### src/rtl/issue_pkg.sv
// Shared constants for the in-order issue stage: unit classes and default widths.
package issue_pkg;

    typedef logic [1:0] unit_t;

    localparam unit_t UNIT_ALU = 2'd0;
    localparam unit_t UNIT_BR  = 2'd1;
    localparam unit_t UNIT_MEM = 2'd2;

    localparam int NREG_DEF  = 32;
    localparam int REG_AW    = $clog2(NREG_DEF);
    localparam int LAT_W_DEF = 3;

endpackage

### src/rtl/issue_launch_scoreboard.sv
// Per-register latency scoreboard: counters drain by one per unstalled cycle,
// launches with a destination reload them, and each slot can query busy/WAW state.
module issue_scoreboard
    import issue_pkg::*;
#(
    parameter int ISSUE_W = 2,
    parameter int NREG    = NREG_DEF,
    parameter int LAT_W   = LAT_W_DEF
) (
    input  logic                               clk,
    input  logic                               rst,
    input  logic                               stop,
    input  logic [ISSUE_W*$clog2(NREG)-1:0]    rs1,
    input  logic [ISSUE_W*$clog2(NREG)-1:0]    rs2,
    input  logic [ISSUE_W*$clog2(NREG)-1:0]    rd,
    input  logic [ISSUE_W-1:0]                 we,
    input  logic [ISSUE_W-1:0]                 load,
    input  logic [ISSUE_W*LAT_W-1:0]           lat,
    output logic [ISSUE_W-1:0]                 rs1_idle,
    output logic [ISSUE_W-1:0]                 rs2_idle,
    output logic [ISSUE_W-1:0]                 waw_ok
);

    localparam int AW = $clog2(NREG);

    logic [LAT_W-1:0] cnt [NREG];

    always_comb begin
        rs1_idle = '0;
        rs2_idle = '0;
        waw_ok   = '0;
        for (int i = 0; i < ISSUE_W; i++) begin
            rs1_idle[i] = (cnt[rs1[i*AW +: AW]] == '0);
            rs2_idle[i] = (cnt[rs2[i*AW +: AW]] == '0);
            // A new writer may not finish before an older write to the same register.
            waw_ok[i]   = !we[i] || (rd[i*AW +: AW] == '0) ||
                          (cnt[rd[i*AW +: AW]] <= lat[i*LAT_W +: LAT_W]);
        end
    end

    always_ff @(posedge clk) begin
        if (rst) begin
            for (int r = 0; r < NREG; r++) cnt[r] <= '0;
        end else if (!stop) begin
            for (int r = 0; r < NREG; r++) begin
                if (cnt[r] != '0) cnt[r] <= cnt[r] - LAT_W'(1);
            end
            // Later slots are younger, so their load wins on a shared rd.
            for (int i = 0; i < ISSUE_W; i++) begin
                if (load[i] && (rd[i*AW +: AW] != '0)) cnt[rd[i*AW +: AW]] <= lat[i*LAT_W +: LAT_W];
            end
        end
    end

endmodule

### src/rtl/issue_launch.sv
// In-order multi-issue launch stage: operand resolution with writeback forwarding,
// strict-prefix launch select and the registered issue slot bank.
module issue_launch
    import issue_pkg::*;
#(
    parameter int ISSUE_W = 2,
    parameter int NREG    = NREG_DEF,
    parameter int DATA_W  = 32,
    parameter int NFWD    = 4,
    parameter int LAT_W   = LAT_W_DEF
) (
    input  logic                               clk,
    input  logic                               rst,
    input  logic                               stop,
    input  logic                               flush,
    input  logic [ISSUE_W-1:0]                 in_valid,
    input  logic [ISSUE_W*$clog2(NREG)-1:0]    in_rs1,
    input  logic [ISSUE_W*$clog2(NREG)-1:0]    in_rs2,
    input  logic [ISSUE_W*$clog2(NREG)-1:0]    in_rd,
    input  logic [ISSUE_W-1:0]                 in_we,
    input  logic [ISSUE_W*LAT_W-1:0]           in_lat,
    input  logic [ISSUE_W*2-1:0]               in_unit,
    input  logic [ISSUE_W*DATA_W-1:0]          rfrd1,
    input  logic [ISSUE_W*DATA_W-1:0]          rfrd2,
    input  logic [NFWD-1:0]                    fwd_valid,
    input  logic [NFWD*$clog2(NREG)-1:0]       fwd_addr,
    input  logic [NFWD*DATA_W-1:0]             fwd_data,
    output logic [$clog2(ISSUE_W):0]           take,
    output logic [ISSUE_W-1:0]                 out_valid,
    output logic [ISSUE_W*2-1:0]               out_unit,
    output logic [ISSUE_W*DATA_W-1:0]          out_rdata1,
    output logic [ISSUE_W*DATA_W-1:0]          out_rdata2
);

    localparam int AW = $clog2(NREG);
    localparam int TW = $clog2(ISSUE_W) + 1;

    logic [ISSUE_W-1:0]         rs1_idle, rs2_idle, waw_ok, launch, load;
    logic [ISSUE_W*LAT_W-1:0]   eff_lat;
    logic [ISSUE_W*2-1:0]       unit_d;
    logic [ISSUE_W*DATA_W-1:0]  data1_d, data2_d;
    logic [DATA_W:0]            op1, op2;
    logic                       ok, can, raw, mem_seen;

    // Returns {ready, data}; the lowest-index forwarding hit wins.
    function automatic logic [DATA_W:0] resolve(input logic [AW-1:0] a, input logic idle,
                                                input logic [DATA_W-1:0] rf);
        logic [DATA_W:0] r;
        r = '0;
        if (a == '0) begin
            r = {1'b1, {DATA_W{1'b0}}};
        end else if (idle) begin
            r = {1'b1, rf};
        end else begin
            for (int p = NFWD - 1; p >= 0; p--) begin
                if (fwd_valid[p] && (fwd_addr[p*AW +: AW] == a)) r = {1'b1, fwd_data[p*DATA_W +: DATA_W]};
            end
        end
        return r;
    endfunction

    always_comb begin
        eff_lat = in_lat;
        for (int i = 0; i < ISSUE_W; i++) begin
            if (in_lat[i*LAT_W +: LAT_W] == '0) eff_lat[i*LAT_W +: LAT_W] = LAT_W'(1);
        end
    end

    issue_scoreboard #(
        .ISSUE_W (ISSUE_W),
        .NREG    (NREG),
        .LAT_W   (LAT_W)
    ) u_sb (
        .clk      (clk),
        .rst      (rst),
        .stop     (stop),
        .rs1      (in_rs1),
        .rs2      (in_rs2),
        .rd       (in_rd),
        .we       (in_we),
        .load     (load),
        .lat      (eff_lat),
        .rs1_idle (rs1_idle),
        .rs2_idle (rs2_idle),
        .waw_ok   (waw_ok)
    );

    always_comb begin
        launch   = '0;
        take     = '0;
        unit_d   = '0;
        data1_d  = '0;
        data2_d  = '0;
        op1      = '0;
        op2      = '0;
        can      = 1'b0;
        raw      = 1'b0;
        mem_seen = 1'b0;
        ok       = !(rst || stop || flush);
        for (int i = 0; i < ISSUE_W; i++) begin
            op1      = resolve(in_rs1[i*AW +: AW], rs1_idle[i], rfrd1[i*DATA_W +: DATA_W]);
            op2      = resolve(in_rs2[i*AW +: AW], rs2_idle[i], rfrd2[i*DATA_W +: DATA_W]);
            raw      = 1'b0;
            mem_seen = 1'b0;
            for (int j = 0; j < i; j++) begin
                if (in_valid[j] && in_we[j] && (in_rd[j*AW +: AW] != '0) &&
                    ((in_rd[j*AW +: AW] == in_rs1[i*AW +: AW]) ||
                     (in_rd[j*AW +: AW] == in_rs2[i*AW +: AW])))
                    raw = 1'b1;
                if (in_unit[j*2 +: 2] == UNIT_MEM) mem_seen = 1'b1;
            end
            can = in_valid[i] && op1[DATA_W] && op2[DATA_W] && !raw && waw_ok[i] &&
                  !((in_unit[i*2 +: 2] == UNIT_MEM) && mem_seen);
            // Once one slot blocks, every younger slot stays blocked.
            ok        = ok && can;
            launch[i] = ok;
            if (ok) begin
                take                       = take + TW'(1);
                unit_d[i*2 +: 2]           = in_unit[i*2 +: 2];
                data1_d[i*DATA_W +: DATA_W] = op1[DATA_W-1:0];
                data2_d[i*DATA_W +: DATA_W] = op2[DATA_W-1:0];
            end
        end
    end

    assign load = launch & in_we;

    always_ff @(posedge clk) begin
        if (rst) begin
            out_valid  <= '0;
            out_unit   <= '0;
            out_rdata1 <= '0;
            out_rdata2 <= '0;
        end else if (flush) begin
            out_valid  <= '0;
        end else if (!stop) begin
            out_valid  <= launch;
            out_unit   <= unit_d;
            out_rdata1 <= data1_d;
            out_rdata2 <= data2_d;
        end
    end

endmodule

### config.mk
export PLATFORM = sky130hd
export DESIGN_NAME = issue_launch
export DESIGN_NICKNAME = d
export VERILOG_FILES = /design/src/rtl/issue_pkg.sv /design/src/rtl/issue_launch_scoreboard.sv /design/src/rtl/issue_launch.sv
export SDC_FILE = /design/constraint.sdc
export NUM_CORES = 1
export LEC_CHECK = 0
export ABC_CLOCK_PERIOD_IN_PS = 8000
export CAP_MARGIN = 20
export CORE_MARGIN = 4
export CORE_UTILIZATION = 25
export DETAILED_ROUTE_END_ITERATION = 10
export GPL_TIMING_DRIVEN = 1
export SKIP_LAST_GASP = 1
export SLEW_MARGIN = 20
export SYNTH_ARGS = -nofsm -noshare
export SYNTH_HDL_FRONTEND = slang
export SYNTH_SLANG_ARGS = --single-unit
### constraint.sdc
create_clock -name clk -period 8 [get_ports clk]
set_clock_uncertainty 0.15 [all_clocks]
set_input_delay 1.6 -clock clk [delete_from_list [all_inputs] [get_ports clk]]
set_output_delay 1.6 -clock clk [all_outputs]
set_load 0.01 [all_outputs]
After elaboration in Yosys (flattened, before gate mapping)
Memory sizes are Yosys's and may differ from the RTL's.
Cells that the tools add are included.

word-level totals
  flip-flop bits (word level) = 134
  memory bits (writable) = 96
  output and inout bits = 136
  word-level logic and storage cells = 393
  memories = 1

memory list
  memory    words  width  read ports  clocked after Yosys merged registers in  wr ports  RTL line                       RTL
  u_sb.cnt  32     3      38          0                                        34        issue_launch_scoreboard.sv:26  logic [LAT_W-1:0] cnt [NREG];

operators by class
  $add $sub $neg = 33
  order comparisons = 2
  equal/unequal tests = 20
  mux-type cells = 206
  bitwise logic cells = 35
  reductions and logical operators = 92

operator list
  operator                                           count
  two-way mux 33 bit                                 24
  two-way mux 1 bit                                  141
  two-way mux 32 bit                                 4
  two-way mux 3 bit                                  34
  nonzero test 3 bit                                 32
  subtractor 3 x 1 -> 3 bit (second input constant)  32
  == test 5 bit                                      18
  logical AND 1 bit                                  32
  OR 1 bit                                           32
  logical NOT 5 bit                                  6
  logical NOT 3 bit                                  6
  nonzero test 5 bit                                 2
  logical OR 1 bit                                   7
  <= comparator 3 bit                                2
  two-way mux 2 bit                                  3
  logical NOT 1 bit                                  5
  == test 2 bit (second input constant)              2
  adder 2 x 1 -> 2 bit (second input constant)       1
  AND 2 bit                                          1
  inverter 1 bit                                     2
  AND reduction 2 bit                                1
  OR reduction 2 bit                                 1

Longest topological paths before layout
Gate-level depths: netlist of the first run.

  depth in word-level cells = 20
  gate-level depth with buffers = 16
  gate-level depth less buffers = 14

Modules after synthesis
From an unflattened synthesis of the first run, not the netlist that was laid out.

second synthesis, totals
  cell total of the unflattened synthesis = 2577
  area, all modules = 20928.8 um2

by module, submodules not included
  module            times used  cells an instance  area each (um2)  seq. area each (um2)
  issue_scoreboard  1           1247               11029.3          2882.8
  issue_launch      1           1330               9899.5           2682.6

Worst setup path after synthesis of the first run
OpenSTA, ideal clock, no wires.

  kind = input port to output port
  start point = input in_rd[0]
  end point = output take[1]
  arrival = 5.300 ns
  required time = 6.250 ns
  slack = 0.950 ns
  stages on the path = 15
  path through = buf_1 > buf_1 > mux4_2 > a22oi_1 > nand4_1 > ha_1 > nor2b_1 > o21ai_0 > nand2b_1 > a311o_1 > a211oi_2 > buf_4 > nand2_1 > inv_1 > buf_4

on the way
  cells in the longest elaborated chain, start to end = 10

RTL lines
  item                                                                         RTL line             RTL
  start, declared                                                              issue_launch.sv:19   input logic [ISSUE_W*$clog2(NREG)-1:0] in_rd,
  parallel branches: the longest is 8 deep, another holds memory (32 x 3 bit)  n/a
  logical AND 1 bit (*)                                                        issue_launch.sv:115  ok = ok && can;
  via launch[1]                                                                issue_launch.sv:38   logic [ISSUE_W-1:0] rs1_idle, rs2_idle, waw_ok, launch, load;
  two-way mux 2 bit (*)                                                        issue_launch.sv:117  if (ok) begin
  end, declared                                                                issue_launch.sv:28   output logic [$clog2(ISSUE_W):0] take,

Mark *: on every way through the listed nets, which the timed path passes.

Worst setup path after layout of the first run
  start point = input in_rd[6]
  end point = output take[0]

on the way
  cells in the longest elaborated chain, start to end = 7

RTL lines
  item                                                      RTL line                                                      RTL
  memory (32 x 3 bit) or logical NOT 5 bit (tied branches)  n/a
  <= comparator 3 bit or logical OR 1 bit (tied branches)   issue_launch_scoreboard.sv:37, issue_launch_scoreboard.sv:36
  logical OR 1 bit (*)                                      issue_launch_scoreboard.sv:36                                 waw_ok[i] = !we[i] || (rd[i*AW +: AW] == '0) ||
  logical AND 1 bit (*) (2 in a row)                        issue_launch.sv:112                                           can = in_valid[i] && op1[DATA_W] && op2[DATA_W] && !raw && waw_ok[i] &&
  logical AND 1 bit (*)                                     issue_launch.sv:115
  two-way mux 2 bit (*)                                     issue_launch.sv:117

Mark *: on every way between the ends. The rest lies on a longest branch, timed or not.

==> impl_metrics.toml, run 1 <==
[global_route]
grtUsageMet2_pct = 39.88
grt.busiest_layer = "met2"
use_met1_pct = 30.60
use_met3_pct = 6.895
antenna_found_initial = 34
grt_max_degree = 130
grt_usage_pct = 24.73
grt_pass1_wl_um = 164400
overflow = 0
grt_pass1_vias = 22280

[clock_network]
cts_resized = 0
cts_sinks = 230
cts_hold_buf = 0
tritoncts = "built"
cts_buffers = 34
clk_latency_ps = 560
cts-htree-levels = 2
cts_root_buffer = "clkbuf_16"
cts_buffer_depth = 3
cts_setup_buffers = 0
clkTransAtPathRegs_ps = 50

[critical_path]
critPathArrivalTime_ps = 5660
startpoint = "in_rd[6]"
crit_path_start_kind = "input pin"
regToRegStartpoint = "u_sb.cnt[18][1]"
crit_fanout = 34
reg2reg_setup_slack_ps = 2850
worstSetupPathType = "input pin to output pin"
endpoint_kind = "output pin"
cp.required_ps = 6250
reg2reg_to = "u_sb.cnt[20][2]"
worst_r2r_path_depth = 9
endpoint = "take[0]"

[sta]
setup_tns_ps = 0
setup_viol = 0
fin_crit_sh_pct = 92.58
max_slew.worst_pin.slew_ps = 1207
rsz0062_at_grt = "no"
drv_slew = 0
fin_crit_ps = 7407
hold_viol = 0
fmax_ghz = 0.1350
relSlewSlack_pct = 18.93
whs_ps = 300.7

[power_and_ir_drop]
peakVddDrop_mv = 0.1736
powerDensity_nw_per_um2 = 156.5
p_leak_nw = 10.89

[yosys]
synth.distinct_cells = 70
ys_ff_latch = 230
yosysMostFrequentCell = "nor2_1"
synth_edf_count = 96
synth_area_leader_cell = "edfxtp_1"
synth_cells = 2555
ys_warn_count = 0
synth_top_area_share_pct = 13.59
syn_nets = 2953
synth_area_um2 = 21210
syn_area_per_cell_um2 = 8.300
async_flop_share_pct = 0
seq_area_frac_synth_pct = 26.24
yosys-top-cells-area = "edfxtp_1, dfxtp_1, mux2i_1"
synthFlopType = "dfxtp_1"
synth_common_cells = "nor2_1, nand2_1, mux2i_1"

[min_path]
hp-class = "flop to flop"

[layout]
filler_cell_count = 8745
layout.area.seq_um2 = 5565
multi_input_area_um2 = 14440
area_delta_synth_final_pct = 32.59
drive_gt1_share_pct = 8.365
nNetsFinal = 3290

[detailed_routing]
routedWlPerCell_um = 28.78
routed_wl_um = 116900
firstDrtPassIters = 6
ant_nets = 0
drtIter0Drc = 2687
drc = 0
via_per_inst = 5.775
via_count = 23458

[placed_design]
dp_hpwl_um = 84960
gp_congestion = 0.9990
port_buffers = 463

[outcome]
status = "finished, final reports clean"

[die]
die_area_um2 = 89540
io_pins = 464
die_h_um = 299.2
core_um2 = 83820
fp.dieW_um = 299.2
fp-row-count = 106
start_util_pct = 25.30

[flow_run]
max-cap-violations = 0
-- cell families (layout without fill, tap and decap cells) --
logic type / after synthesis / after routing / synth area share (%)
buffers and inverters: 347 / 709 / 6.308
flip-flops: 230 / 230 / 26.24
other: 0 / 11 / 0
XOR/XNOR: 119 / 119 / 4.915
adder cells (fa/ha/maj): 70 / 70 / 4.130
multiplexers: 337 / 337 / 19.88
AND/OR/NAND/NOR: 823 / 823 / 17.05
AO/OA/AOI/OAI: 629 / 629 / 21.47
-- final cells by class --
cell class / count / area share, %
Timing Repair Buffer: 537 / 18.45
Multi-Input combinational cell: 1978 / 51.37
Inverter: 111 / 1.482
Tap cell: 1134 / 5.047
Clock buffer: 48 / 3.427
Sequential cell: 230 / 19.79
Clock inverter: 13 / 0.3338
Antenna cell: 11 / 0.09790
-- routing by layer --
metal	part of all wire [%]	routed length, µm
met1	39	45010
met2	45	52980
met3	11	12480
met4	5.3	6200
met5	0.20	234
-- worst min-delay path by stage --
stage                endpoint  depth (start not counted)            from
3_3_place_gp   out_rdata1[23]                          2  out_rdata1[23]
2_1_floorplan   out_rdata1[0]                          2   out_rdata1[0]
5_1_grt         out_rdata2[4]                          2   out_rdata2[4]
6_report       out_rdata1[23]                          2  out_rdata1[23]
3_5_place_dp   out_rdata1[32]                          2  out_rdata1[32]
4_1_cts        out_rdata1[32]                          2  out_rdata1[32]
-- layout by cell type, fill, tap and decap left out, types with 58 or more instances in the layout --
master | netlist | final
nor2_1 | 289 | 284
o31ai_1 | 67 | 67
a221oi_1 | 132 | 132
edfxtp_1 | 96 | 96
mux4_2 | 67 | 67
ha_1 | 70 | 70
inv_1 | 110 | 110
mux2i_1 | 267 | 267
o311ai_0 | 66 | 66
xnor2_1 | 58 | 58
o21ai_0 | 217 | 217
nand2_1 | 282 | 282
dfxtp_1 | 134 | 134
nand3_1 | 73 | 68
xor2_1 | 61 | 61
clkdlybuf4s50_1 | 0 | 460
buf_4 | 4 | 72
-- worst max-delay path, cell delays in order --
cell and delay (ps):
clkdlybuf4s50_1 450, buf_4 330, mux4_2 370, a22o_1 250, a221oi_1 180, and3_1 180, ha_1 130, inv_1 40
a21o_1 170, a21oi_1 140, a311oi_1 110, a311o_1 390, a221oi_4 220, buf_4 410, nor2b_1 140, clkdlybuf4s50_1 510
-- per-stage QoR --
stage | worst slack (ps) | power, W | instances | utilization (%) | cell area [µm²]
after global routing | 429.3 | 0.004568 | 4058 | 33.53 | 28110
after detailed placement | 648.4 | 0.002900 | 3989 | 32.24 | 27020
after floorplan | 949.9 | 0.002240 | 2555 | - | 21210
final | 593.4 | 0.004400 | 4062 | 33.54 | 28120
after CTS | 631.6 | 0.004396 | 4050 | 33.50 | 28080
after global placement | 654.7 | 0.002893 | 3989 | 32.24 | 27020
-- flip-flops by register name, indices dropped and copies added, names as in the netlist --
name	cells
out_valid	2
u_sb.cnt	96
out_rdata1	64
out_rdata2	64
out_unit	4
-- where the power goes --
part | switching (W) | internal [W]
Combinational | 0.000789 | 0.000604
Clock | 0.000633 | 0.000845
Sequential | 0.000204 | 0.00132
Note: power is estimated with default switching activity, not from simulation.
==> inputs of run 2 (changes only) <==
- GPL_ROUTABILITY_DRIVEN: not set -> 0
==> run 2 against run 1 <==
Fmax down 1.2%; critical path depth unchanged; critical path type unchanged; largest power group unchanged; sequential power about the same; non-clock buffer count unchanged; routed wire length down 3.3%; first-iteration DRC count up 1.3%; worst hold slack about the same; register-to-register slack better by 200 ps; final cell count about the same; power down 1.7%.
==> impl_metrics.toml, run 2 (synthesis gave the netlist of run 1 again) <==
[clock_network]
cts_buffers = 31
cts_setup_buffers = 0
clk_latency_ps = 590
cts_hold_buf = 0
tritoncts = "built"
cts-htree-levels = 1
clkTransAtPathRegs_ps = 50
cts_buffer_depth = 3
cts_sinks = 230
cts_resized = 0
cts_root_buffer = "clkbuf_16"

[critical_path]
endpoint_kind = "output pin"
cp.required_ps = 6250
critical_path_depth = 16
reg2reg_setup_slack_ps = 3050
worstSetupPathType = "input pin to output pin"
slowest_stage = "clkdlybuf4s50_1"
crit_family = "buffers and inverters"
path_cells = "clkdlybuf4s50_1 -> buf_4 -> mux4_2 -> a22o_1 -> a221oi_1 -> and3_1 -> ha_1 -> inv_1 -> a21o_1 -> a21oi_1 -> a311oi_1 -> a311o_1 -> a221oi_4 -> buf_4 -> nor2b_1 -> clkdlybuf4s50_1"
worst_r2r_path_depth = 9
regToRegStartpoint = "u_sb.cnt[9][0]"
crit_buf_inv = 5
reg2reg_to = "u_sb.cnt[23][0]"
crit_path_max_incr_delay_ps = 530
startpoint = "in_rd[6]"
crit_fanout = 34
endpoint = "take[0]"
critPathArrivalTime_ps = 5750
crit_path_start_kind = "input pin"

[placed_design]
dp_hpwl_um = 82180
place_inst = 3990
port_buffers = 463

[power_and_ir_drop]
peakVddDrop_mv = 0.1769
p_leak_nw = 10.87
powerDensity_nw_per_um2 = 154.1
total_power_w = 0.004327

[die]
die_h_um = 299.2
start_util_pct = 25.30
fp.dieW_um = 299.2
fp-row-count = 106
core_um2 = 83820
die_area_um2 = 89540
io_pins = 464

[sta]
fin_crit_sh_pct = 93.72
hold_viol = 0
setup_tns_ps = 0
fmax_ghz = 0.1334
relSlewSlack_pct = 24.68
setup_viol = 0
whs_ps = 300.4
max_slew.worst_pin.slew_ps = 1122
drv_slew = 0
fin_crit_ps = 7497
rsz0062_at_grt = "no"

[layout]
drive_gt1_share_pct = 8.342
nNetsFinal = 3287
largest_register_ff_count = 96
stdcell_count = 4059
largestRegisters = "u_sb.cnt: 96 flops, out_rdata1: 64 flops, out_rdata2: 64 flops"
layout_common_cells = "clkdlybuf4s50_1, nor2_1, nand2_1, mux2i_1, o21ai_0"
top_register = "u_sb.cnt"
area_delta_synth_final_pct = 32.43
mostFrequentLayoutCell = "clkdlybuf4s50_1"

[detailed_routing]
routed_wl_um = 113100
via_per_inst = 5.791
routedWlPerCell_um = 27.85
drtIter0Drc = 2723
drc = 0
ant_nets = 0
firstDrtPassIters = 8
via_count = 23506

[min_path]
hp-class = "flop to flop"
min_path_cells = 2
worstHoldStart = "out_rdata2[8]"

[global_route]
antenna_found_initial = 30
overflow = 0
grt_pass1_wl_um = 160700
grt_pass1_vias = 22401
grt_usage_pct = 23.89
grt_max_degree = 79

[outcome]
status = "finished, final reports clean"

[flow_run]
max-cap-violations = 0
run 2: worst min-delay path by stage:
| stage | end | slack, ps |
|---|---|---|
| 6_report | out_rdata2[8] | 300 |
| 5_1_grt | out_rdata1[14] | 330 |
| 4_1_cts | out_rdata1[39] | 300 |
| 3_5_place_dp | out_rdata1[39] | 290 |
| 3_3_place_gp | out_rdata1[2] | 280 |
| 2_1_floorplan | out_rdata1[0] | 330 |
run 2: cell type report:
class | count | area, µm²
antenna | 12 | 30.03
multi-input combinational | 1978 | 14440
clock inverter | 16 | 176.4
clock buffer | 41 | 853.3
timing repair buffer | 537 | 5187
sequential | 230 | 5565
inverter | 111 | 416.7
fill | 8815 | 55740
tap | 1134 | 1419
run 2: power by group:
group	internal (W)	switching, W
registers	0.00132	0.000190
logic	0.000605	0.000777
clock network	0.000844	0.000587
total	0.00277	0.00155
run 2: worst register-to-register path, cell delays in order, from the launching register on:
cell	delay (ps)
edfxtp_1	510
nor3_1	890
mux2i_1	170
a221oi_1	440
a211oi_1	230
a21o_2	250
buf_4	340
a2111oi_4	940
nand3_1	430
nand3_1	300
run 2: stage by stage:
| stage | area (µm²) | utilization (%) | worst slack (ps) |
|---|---|---|---|
| floorplan | 21210 | - | 949.9 |
| global placement | 27020 | 32.24 | 621.6 |
| detailed placement | 27020 | 32.24 | 556.5 |
| CTS | 28050 | 33.47 | 546.3 |
| global route | 28070 | 33.49 | 286.9 |
| finish | 28080 | 33.50 | 502.5 |
run 2: per-layer routing:
layer | global-route usage (%) | vias to the layer above | share of wire (%)
met5 | 0 | - | 0.21
met4 | 10.93 | 36 | 5.7
met3 | 7.677 | 414 | 12
met2 | 38.35 | 1638 | 45
met1 | 29.17 | 11189 | 38
li1 | - | 10229 | -
